File: src/rtl/fetch_pkg.sv
// Shared definitions for the instruction-fetch stage.
//   NOP_INSTR     : canonical RV64 NOP (addi x0, x0, 0) used as the pipeline bubble
//   t_fetch_state : fetch FSM state encoding
package fetch_pkg;

  localparam logic [31:0] NOP_INSTR = 32'h0000_0013;

  typedef enum logic {
    FETCH = 1'b0,
    MISS  = 1'b1
  } t_fetch_state;

endpackage

File: src/rtl/preg_fetch.sv
// Fetch/decode pipeline register.
// Priority: flush -> bubble, stall -> hold, bubble -> bubble, otherwise load.
// Ports:
//   i_clk, i_arst           : clock, async active-high reset (resets to bubble)
//   i_stall                 : hold current contents
//   i_flush                 : force bubble (wins over stall)
//   i_bubble                : no valid instruction this cycle, load bubble
//   i_instr/i_pc/i_pc_plus4 : next contents
//   o_instruction/o_pc/o_pc_plus4 : registered contents to decode
module preg_fetch
  import fetch_pkg::*;
#(
  parameter int ADDR_WIDTH  = 64,
  parameter int INSTR_WIDTH = 32
) (
  input  logic                   i_clk,
  input  logic                   i_arst,
  input  logic                   i_stall,
  input  logic                   i_flush,
  input  logic                   i_bubble,
  input  logic [INSTR_WIDTH-1:0] i_instr,
  input  logic [ADDR_WIDTH-1:0]  i_pc,
  input  logic [ADDR_WIDTH-1:0]  i_pc_plus4,
  output logic [INSTR_WIDTH-1:0] o_instruction,
  output logic [ADDR_WIDTH-1:0]  o_pc,
  output logic [ADDR_WIDTH-1:0]  o_pc_plus4
);

  localparam logic [INSTR_WIDTH-1:0] BUBBLE_INSTR = INSTR_WIDTH'(NOP_INSTR);

  always_ff @(posedge i_clk or posedge i_arst) begin
    if (i_arst) begin
      o_instruction <= BUBBLE_INSTR;
      o_pc          <= '0;
      o_pc_plus4    <= '0;
    end else if (i_flush || (!i_stall && i_bubble)) begin
      o_instruction <= BUBBLE_INSTR;
      o_pc          <= '0;
      o_pc_plus4    <= '0;
    end else if (!i_stall) begin
      o_instruction <= i_instr;
      o_pc          <= i_pc;
      o_pc_plus4    <= i_pc_plus4;
    end
  end

endmodule

File: src/rtl/fetch_stage.sv
// Instruction-fetch stage: PC register, I-cache request, miss FSM, redirect
// latch, and the fetch/decode pipeline register.
//
//   state | meaning
//   ------+----------------------------------------------------------------
//   FETCH | request at PC; a hit is consumed in the same cycle
//   MISS  | request at PC held until the cache returns; redirects are latched
//
// Ports:
//   i_clk, i_arst                 : clock, async active-high reset
//   i_stall_fetch, i_flush_dec    : hazard unit controls
//   i_pc_src, i_pc_target         : redirect from execute
//   o_imem_req, o_imem_addr       : I-cache request (always valid, address = PC)
//   i_imem_instr, i_imem_valid    : I-cache response
//   o_fetch_stall                 : miss in progress, to hazard unit
//   o_instruction, o_pc, o_pc_plus4 : F/D register contents
module fetch_stage
  import fetch_pkg::*;
#(
  parameter int                    ADDR_WIDTH   = 64,
  parameter int                    INSTR_WIDTH  = 32,
  parameter logic [ADDR_WIDTH-1:0] RESET_VECTOR = '0
) (
  input  logic                   i_clk,
  input  logic                   i_arst,
  input  logic                   i_stall_fetch,
  input  logic                   i_flush_dec,
  input  logic                   i_pc_src,
  input  logic [ADDR_WIDTH-1:0]  i_pc_target,
  output logic                   o_imem_req,
  output logic [ADDR_WIDTH-1:0]  o_imem_addr,
  input  logic [INSTR_WIDTH-1:0] i_imem_instr,
  input  logic                   i_imem_valid,
  output logic                   o_fetch_stall,
  output logic [INSTR_WIDTH-1:0] o_instruction,
  output logic [ADDR_WIDTH-1:0]  o_pc,
  output logic [ADDR_WIDTH-1:0]  o_pc_plus4
);

  t_fetch_state          state;
  logic [ADDR_WIDTH-1:0] pc;
  logic [ADDR_WIDTH-1:0] pc_plus4;
  logic [ADDR_WIDTH-1:0] redirect_addr;
  logic                  redirect_pending;
  logic                  drop;
  logic                  fd_bubble;

  assign pc_plus4      = pc + ADDR_WIDTH'(4);
  assign o_imem_req    = 1'b1;
  assign o_imem_addr   = pc;
  assign o_fetch_stall = (state == MISS) | ((state == FETCH) & !i_imem_valid);

  // A miss that completes with a redirect outstanding returns a wrong-path
  // instruction; it is discarded instead of being handed to decode.
  assign drop = (state == MISS) && i_imem_valid && (redirect_pending || i_pc_src);

  // The completing cycle of a miss still reports o_fetch_stall, but its
  // instruction is good and must be loaded, so the F/D bubble keys off the
  // response valid rather than the stall output.
  assign fd_bubble = !i_imem_valid || drop;

  always_ff @(posedge i_clk or posedge i_arst) begin
    if (i_arst) begin
      state            <= FETCH;
      pc               <= RESET_VECTOR;
      redirect_pending <= 1'b0;
      redirect_addr    <= '0;
    end else begin
      case (state)
        FETCH: begin
          if (i_imem_valid) begin
            if (i_pc_src)            pc <= i_pc_target;
            else if (!i_stall_fetch) pc <= pc_plus4;
          end else begin
            state <= MISS;
            if (i_pc_src) begin
              redirect_pending <= 1'b1;
              redirect_addr    <= i_pc_target;
            end
          end
        end
        MISS: begin
          if (i_imem_valid) begin
            state <= FETCH;
            if (drop) begin
              pc               <= i_pc_src ? i_pc_target : redirect_addr;
              redirect_pending <= 1'b0;
            end else if (!i_stall_fetch) begin
              pc <= pc_plus4;
            end
          end else if (i_pc_src) begin
            redirect_pending <= 1'b1;
            redirect_addr    <= i_pc_target;
          end
        end
        default: state <= FETCH;
      endcase
    end
  end

  preg_fetch #(
    .ADDR_WIDTH (ADDR_WIDTH),
    .INSTR_WIDTH(INSTR_WIDTH)
  ) u_preg_fetch (
    .i_clk        (i_clk),
    .i_arst       (i_arst),
    .i_stall      (i_stall_fetch),
    .i_flush      (i_flush_dec),
    .i_bubble     (fd_bubble),
    .i_instr      (i_imem_instr),
    .i_pc         (pc),
    .i_pc_plus4   (pc_plus4),
    .o_instruction(o_instruction),
    .o_pc         (o_pc),
    .o_pc_plus4   (o_pc_plus4)
  );

endmodule
File: config.mk
export PLATFORM = sky130hd
export DESIGN_NAME = fetch_stage
export DESIGN_NICKNAME = d
export VERILOG_FILES = /design/src/rtl/fetch_pkg.sv /design/src/rtl/preg_fetch.sv /design/src/rtl/fetch_stage.sv
export SDC_FILE = /design/constraint.sdc
export NUM_CORES = 1
export LEC_CHECK = 0
export ABC_AREA = 1
export CORE_MARGIN = 8
export CORE_UTILIZATION = 52
export CTS_CLUSTER_DIAMETER = 120
export DETAILED_ROUTE_END_ITERATION = 16
export HOLD_SLACK_MARGIN = 0.03
export PLACE_DENSITY_LB_ADDON = 0.08
export SLEW_MARGIN = 20
export SYNTH_ARGS = -nofsm -noshare
export SYNTH_HDL_FRONTEND = slang
export SYNTH_SLANG_ARGS = --single-unit
export TNS_END_PERCENT = 50
File: constraint.sdc
create_clock -name i_clk -period 12 [get_ports i_clk]
set_input_delay 1.8 -clock i_clk [delete_from_list [all_inputs] [get_ports i_clk]]
set_output_delay 1.8 -clock i_clk [all_outputs]
set_load 0.005 [all_outputs]
Word level (Yosys, flattened, before mapping):

Index checks and enable logic that the tools add are counted.

* mux-type cells: 20
* reduce and logical (&&, ||, !) cells: 10
* bitwise operators: 3
* equality and inequality tests: 5
* $add $sub $neg: 1

Operators with widths (number)
* 64-bit 2-to-1 mux: 11
* 64-bit case mux with 2 select lines: 1
* 64-bit by 3-bit adder with 64-bit output, second input constant: 1
* 32-bit 2-to-1 mux: 2
* 2-bit != test, second input constant: 3
* 1-bit 2-to-1 mux: 5
* 2-bit AND reduction: 2
* 1-bit logical AND: 3
* 1-bit logical OR: 3
* 3-bit by 2-bit != test with 1-bit output, second input constant: 1
* 1-bit zero test: 2
* 2-bit by 1-bit != test with 1-bit output, second input constant: 1
* 1-bit case mux with 2 select lines: 1
* 1-bit bitwise AND: 1
* 1-bit NOT: 1
* 1-bit bitwise OR: 1

* flip-flop bits (word level): 290
* logic and storage cells: 46
* input bits: 102
* output and inout port bits: 226

Longest topological paths before layout:

Gate-level depths: netlist (run 1).

* depth in word-level cells: 6
* gate-level depth with buffers: 16
* depth with buffers taken out: 16

By module:

A second synthesis (run 1) with hierarchy kept.

* cells, all modules: 2407
* area, all modules: 16558.4 sq um

Modules (own cells, without submodules)
* fetch_stage: seq. area each 3253.1 sq um, cells each 1702, times used 1, area an instance 10213.5 sq um
* preg_fetch: seq. area each 4007.6 sq um, cells each 705, times used 1, area an instance 6344.8 sq um

Worst setup path before layout (run 1):

OpenSTA, ideal clock, no wires.

* path kind: in2out
* start: input i_imem_valid
* end: output o_fetch_stall
* path slack: 7.542 ns
* data arrival time: 2.658 ns
* cell stages on the path: 5
* buffers on the path: 2
* required time: 10.200 ns
* path through: buf_2 > inv_1 > nor2_1 > clkbuf_1 > inv_1

* cells in the longest elaborated chain, start to end: 3

RTL lines
* from (decl): RTL line fetch_stage.sv:33 `input logic i_imem_valid,`
* 1-bit zero test: RTL line fetch_stage.sv:51 `assign o_fetch_stall = (state == MISS) | ((state == FETCH) & !i_imem_valid);`
* 1-bit bitwise AND: RTL line fetch_stage.sv:51
* 1-bit bitwise OR: RTL line fetch_stage.sv:51
* to (decl): RTL line fetch_stage.sv:34 `output logic o_fetch_stall,`

Every way passes these cells.

Worst setup path in the final report (run 1):

Same ends and word-level chain as after synthesis.

==> results of run 1 <==
-- worst max-delay path: stages --
cell and delay, ns:
buf_2 0.07, buf_4 0.71, inv_2 0.24, nor2_4 0.49
inv_1 0.21, clkdlybuf4s50_1 0.50
-- state kept, by name, summed over array words and instances, names as in the netlist --
name	cells
u_preg_fetch.o_instruction	32
redirect_pending	1
u_preg_fetch.o_pc_plus4	64
redirect_addr	64
o_imem_addr	64
state	1
u_preg_fetch.o_pc	62
-- cells in the mapped netlist (2+ instances only) --
library cell / instances
inv_1: 146
o21ai_2: 3
o221ai_1: 2
buf_2: 22
nor2_2: 13
dfstp_2: 3
a21oi_1: 66
dfrtp_1: 285
nand3_1: 191
o22ai_1: 3
nor2_1: 137
o211ai_1: 10
inv_2: 5
nor2_4: 4
xor2_1: 16
a32oi_1: 2
nand2_1: 927
clkbuf_1: 67
a21boi_0: 32
o21ai_0: 177
buf_1: 34
nand2_2: 8
nand2_4: 3
and2_1: 5
buf_4: 4
clkinv_1: 3
a22oi_1: 14
o21ai_1: 54
a31oi_1: 24
-- through the flow --
stage	hold slack, ns	total power (uW)	setup WS (ns)
6_report	0.478	2800	6.14
3_5_place_dp	0.464	1790	6.15
3_3_place_gp	0.460	1770	6.20
5_1_grt	0.488	2910	6.02
4_1_cts	0.480	2790	6.14
2_1_floorplan	0.448	1450	2.26
-- logic make-up after synthesis --
| kind of cell | synth area share, % |
|---|---|
| buf+inv | 6.95 |
| compound gates | 13.6 |
| other cells | 0.0236 |
| xor+xnor | 0.883 |
| simple gates | 33.1 |
| fa+ha+maj | 0.0789 |
| flops | 45.4 |
-- area by class of cell --
class                           instances  area (sq um)  share of cell area (%)
Tap cell                              396           495                    2.44
Multi-Input combinational cell       1699          7570                    37.2
Timing Repair Buffer                  341          3370                    16.6
Inverter                              155           591                    2.90
Clock inverter                          7          43.8                   0.215
Clock buffer                           53          1060                    5.19
Sequential cell                       288          7210                    35.4
-- worst min-delay path by stage --
stage	from	end	cells past startpoint
floorplan	redirect_addr[49]	redirect_addr[49]	2
global placement	u_preg_fetch.o_instruction[22]	u_preg_fetch.o_instruction[22]	2
detailed placement	u_preg_fetch.o_instruction[17]	u_preg_fetch.o_instruction[17]	2
CTS	u_preg_fetch.o_instruction[17]	u_preg_fetch.o_instruction[17]	2
global route	u_preg_fetch.o_instruction[15]	u_preg_fetch.o_instruction[15]	2
finish	u_preg_fetch.o_instruction[17]	u_preg_fetch.o_instruction[17]	2
-- power by group through the flow --
stage	clock, uW	sequential [uW]	combinational, uW
after floorplan	0	1150	300
after global placement	0	1190	586
after detailed placement	0	1190	597
after CTS	1010	1180	601
after global routing	1050	1190	668
final	1010	1180	611
-- routing by layer --
metal	vias up	global-route usage (%)	part of all wire, %
met3	93	10.7	14
met5	-	0	0.019
met2	984	48.6	42
met4	2	8.74	2.4
met1	7818	47.9	42
li1	7778	-	-
-- layout by cell type (no fill, tap or decap), types with 10 or more instances in the layout --
cell             count
clkdlybuf4s50_1    323
a21oi_1             66
o211ai_1            10
nand3_1            191
a31oi_1             24
xor2_1              16
o21ai_1             54
nor2_1             135
a22oi_1             14
clkbuf_16           37
inv_1              143
nor2_2              12
a21boi_0            32
nand2_1            926
buf_4               14
o21ai_0            177
dfrtp_1            285
==> qor.csv, run 1 <==
stage;metric;value;unit
sta;min_period;5.86;ns
hold_path;hp-class;reg -> reg;
logic_synthesis;synth-main-ff-cell;dfrtp_1;
power;leakage;0.00990;uW
setup_path;crit_arrival;4.06;ns
drt;vias;16700;
global_route;gr-total-overflow;0;
drt;drt_first_pass_iters;6;
final_layout;fin_nets;2622;
place;port_buffers;326;
global_route;grt.total_usage;33.6;%
die;start_util;52.3;%
clocking;clock-root-buffer;clkbuf_16;
global_route;grt_pass1_vias;15800;
setup_path;r2r_start;state;
setup_path;timing.reg2reg.setup_slack;8.38;ns
power;vdd_drop_max;0.130;mV
final_layout;syn_to_final_growth;28.2;%
clocking;clk_pin_slew_worst_paths;0.06;ns
sta;timing_hold_violations_final;0;
power;pwr-share-seq;42.2;%
logic_synthesis;synthTopCellsByArea;dfrtp_1 45%, nand2_1 22%, nand3_1 6.0%, o21ai_0 5.6%, inv_1 3.5%;
setup_path;critPathKind;in -> out;
place;placed_cell_area;19200;sq um
power;p_int;1900;uW
logic_synthesis;yosysSeqAreaShare;45.4;%
outcome;status;finished clean;
sta;slew_violations;0;
logic_synthesis;synthCells;2269;
clocking;cts_tree;built;
setup_path;cp-startpoint;i_imem_valid;
die;boundaryPins;328;
final_layout;instances_no_fill;2939;
final_layout;fill_cells;2542;
clocking;clockBufferDepth;3;
clocking;cts_made_buffers;34;
drt;vias_per_cell;5.67;
setup_path;r2r_end;o_imem_addr[4];
drt;ant_nets;0;
setup_path;cp.required;10.20;ns
sta;timing.final.crit_share;48.8;%
logic_synthesis;ys_warn_count;0;
clocking;cts_num_sinks;288;
place;dp.final_hpwl;46200;microns
clocking;htree_levels;2;
logic_synthesis;async_reset_ff_share;100;%
die;dieArea;36400;sq um
clocking;clock_latency;0.51;ns
logic_synthesis;synth_edf_count;0;
logic_synthesis;synth.top_cell.area_share;45.0;%
logic_synthesis;syn_area_per_cell;6.99;sq um
sta;skew;0.0127;ns
logic_synthesis;synth_area;15900;sq um
global_route;grt_max_degree;154;
sta;setup_viol;0;
die;core;30300;sq um
drt;drc_errors;0;
power;switchingPower;899;uW
sta;rsz0062_at_grt;no;
logic_synthesis;ys_types;38;
power;power_density;138;nW/um^2
die;die_x;191;microns
final_layout;antennaDiodeCount;0;
final_layout;drive_above_1_share;4.68;%
logic_synthesis;synth_fp_nets;2372;
setup_path;endpoint;o_fetch_stall;
drt;routed_wl;62700;microns
global_route;grt_pass1_wl;94400;microns
run;maxCapViolations;0;
final_layout;final_design_area_no_fill;20300;sq um
power;power_frac_comb;21.8;%
place;post-place-cells;2879;
final_layout;fin_util;67.0;%
sta;timing.fmax;0.171;GHz
global_route;antenna_found_initial;1;
power;power_frac_clock;36.0;%
place;gp_congestion;0.970;
clocking;postCtsHoldBufs;0;
sta;max_slew_margin;25.2;%
die;die_h;191;microns
setup_path;end_kind;primary output;
drt;routedWlPerCell;21.3;microns
sta;worst_pin_slew;1.12;ns
die;rows;64;
power;p_sw_share;32.1;%
sta;setup_tns;0;ns
setup_path;cp-start-kind;input pin;
clocking;cts_resized;0;
drt;drt_iter0_markers;2230;
logic_synthesis;synth_top_area_cell;dfrtp_1;
logic_synthesis;synth-seq-cells;288;
setup_path;cp_max_fo;97;
setup_path;reg2regPathDepth;8;
clocking;post_cts_buffers;0;
(Power assumes the default switching activity.)
==> run 2, diff against run 1 <==
--- a/config.mk
+++ b/config.mk
@@ -7,7 +7,7 @@
 export LEC_CHECK = 0
 export ABC_AREA = 1
 export CORE_MARGIN = 8
-export CORE_UTILIZATION = 52
+export CORE_UTILIZATION = 47
 export CTS_CLUSTER_DIAMETER = 120
 export DETAILED_ROUTE_END_ITERATION = 16
 export HOLD_SLACK_MARGIN = 0.03
==> constraint.sdc (replaced) <==
create_clock -name i_clk -period 4.9 [get_ports i_clk]
set_input_delay 0.735 -clock i_clk [delete_from_list [all_inputs] [get_ports i_clk]]
set_output_delay 0.735 -clock i_clk [all_outputs]
set_load 0.005 [all_outputs]
==> run 2 against run 1 <==
Cell area grew 0.99%. Non-clock buffer count up 6. Wire length up 0.54%. Setup slack got worse by 3.9 ns. Die area up 9.7%. Hold slack improved by 0.00066 ns. Utilization is 5.5 points lower. Via count shrank 0.86%. Clock power rose to 2.6 times the previous value. Global-route usage is 2.6 points lower. Clock-buffer cell count down 2.
==> qor.csv, run 2 (synthesis gave the netlist of run 1 again) <==
stage;metric;value;unit;change
clocking;post_cts_buffers;0;;unchanged
drt;ant_nets;0;;unchanged
final_layout;antennaDiodeCount;0;;unchanged
drt;drc_errors;0;;unchanged
global_route;met2_usage;43.5;%;-5.1 points
power;power_density;342;nW/um^2;+150%
die;boundaryPins;328;;unchanged
place;port_buffers;326;;unchanged
global_route;grt_pass1_wl;94700;microns;+0.39%
setup_path;end_kind;flop;;
drt;drt_first_pass_iters;6;;unchanged
die;die_h;200;microns;+4.7%
setup_path;cp.required;5.29;ns;-4.91 ns
global_route;grt.total_usage;31.0;%;-2.6 points
clocking;postCtsHoldBufs;0;;unchanged
setup_path;cp_max_fo;9;;-91%
global_route;busiest_layer;met1;;
sta;setup_viol;0;;unchanged
global_route;met3_usage;6.62;%;-4.1 points
final_layout;final_design_area_no_fill;20500;sq um;+0.99%
global_route;grtUsageMet1;48.1;%;+0.28 points
place;dp.final_hpwl;46600;microns;+0.92%
sta;min_period;2.64;ns;
clocking;cts_resized;0;;unchanged
global_route;grt_pass1_vias;15600;;-1.1%
clocking;clockBufferDepth;3;;unchanged
power;power;7020;uW;+150%
sta;timing_hold_violations_final;0;;unchanged
place;placed_cell_area;19400;sq um;+0.58%
drt;routed_wl;63100;microns;+0.54%
sta;rsz0062_at_grt;no;;
sta;timing.fmax;0.379;GHz;
outcome;status;finished clean;;
drt;vias;16500;;-0.86%
sta;max_slew_margin;23.6;%;-1.6 points
drt;vias_per_cell;5.51;;-2.8%
sta;timing.final.crit_share;53.8;%;
setup_path;crit_arrival;3.02;ns;-1.04 ns
setup_path;cp-start-kind;flop;;
sta;slew_violations;0;;unchanged
drt;routedWlPerCell;21.0;microns;-1.4%
power;vdd_drop_max;0.325;mV;+150%
die;core;33400;sq um;+9.9%
die;dieArea;39900;sq um;+9.7%
clocking;clock_latency;0.51;ns;about the same
place;gp_congestion;0.983;;+1.3%
sta;skew;0.0132;ns;+0.000483 ns
clocking;cts_tree;built;;
drt;drt_iter0_markers;1822;;-18%
die;die_x;200;microns;+4.7%
global_route;gr-total-overflow;0;;unchanged
hold_path;hp-class;reg -> reg;;
die;rows;67;;+4.7%
final_layout;fin_nets;2628;;+0.23%
clocking;clock-root-buffer;clkbuf_16;;
clocking;clk_pin_slew_worst_paths;0.06;ns;about the same
clocking;htree_levels;2;;unchanged
final_layout;final_common_cell;nand2_1;;
final_layout;drive_above_1_share;4.90;%;+0.22 points
sta;setup_tns;0;ns;unchanged
setup_path;critPathKind;reg -> reg;;
final_layout;syn_to_final_growth;29.5;%;
global_route;grt_max_degree;112;;-27%
die;start_util;47.6;%;-4.7 points
final_layout;layout_common_cells;927 x nand2_1, 323 x clkdlybuf4s50_1, 285 x dfrtp_1;;
power;leakage;0.00997;uW;+0.67%
global_route;antenna_found_initial;0;;-1
clocking;cts_made_buffers;34;;unchanged
sta;worst_pin_slew;1.15;ns;+0.0258 ns
run;maxCapViolations;0;;unchanged
clocking;cts_num_sinks;288;;unchanged
## run 2: path summary, 6_finish.rpt
| path | slack [ns] | startpoint | cells past startpoint | endpoint |
|---|---|---|---|---|
| worst max-delay path | 2.26 | o_imem_addr[4] | 8 | o_imem_addr[15] |
| worst min-delay path | 0.48 | u_preg_fetch.o_instruction[13] | 2 | u_preg_fetch.o_instruction[13] |
| worst max register to register | 2.26 | o_imem_addr[4] | 8 | o_imem_addr[15] |
| worst min register to register | 0.48 | u_preg_fetch.o_instruction[13] | 2 | u_preg_fetch.o_instruction[13] |
| max in group asynchronous | 3.10 | i_arst | 3 | u_preg_fetch.o_pc[50] |
| min in group asynchronous | 0.77 | i_arst | 2 | u_preg_fetch.o_instruction[23] |
## run 2: area by class of cell
class                   instances  area (sq um)
multi-input cells            1699          7570
fillers                      3107         12800
flip-flops and latches        288          7210
clock buffers                  51          1030
inverters                     155           588
clock inverters                10           135
well taps                     448           561
repair buffers                347          3450
## run 2: metal layers
layer / share of wire (%) / vias to the layer above
li1: - / 7791
met1: 47 / 7807
met2: 41 / 865
met3: 11 / 67
met4: 1.8 / 2
met5: 0.13 / -
## run 2: worst max-delay path, cell delays in order (launching register included)
cell and delay (ns):
dfrtp_1 0.61, nand3_1 0.21, nor2_1 0.22, nand3_1 0.25, xor2_1 0.26, o21ai_0 0.63, o21ai_0 0.17, nand2_1 0.10
nand2_1 0.06
## run 2: power by group
| group | internal [uW] | total, uW | switching (uW) |
|---|---|---|---|
| combinational | 594 | 1510 | 911 |
| sequential | 2590 | 2890 | 300 |
| clock | 1610 | 2620 | 1010 |
## run 2: stage by stage
step                      worst slack [ns]  hold slack, ns  cells  utilization, %
after floorplan                      0.348           0.448   2269               -
after global placement                1.84           0.461   2936            58.0
after detailed placement              1.76           0.465   2936            58.0
after CTS                             2.27           0.481   2997            61.5
after global routing                  2.07           0.490   2998            61.6
final                                 2.26           0.479   2998            61.6
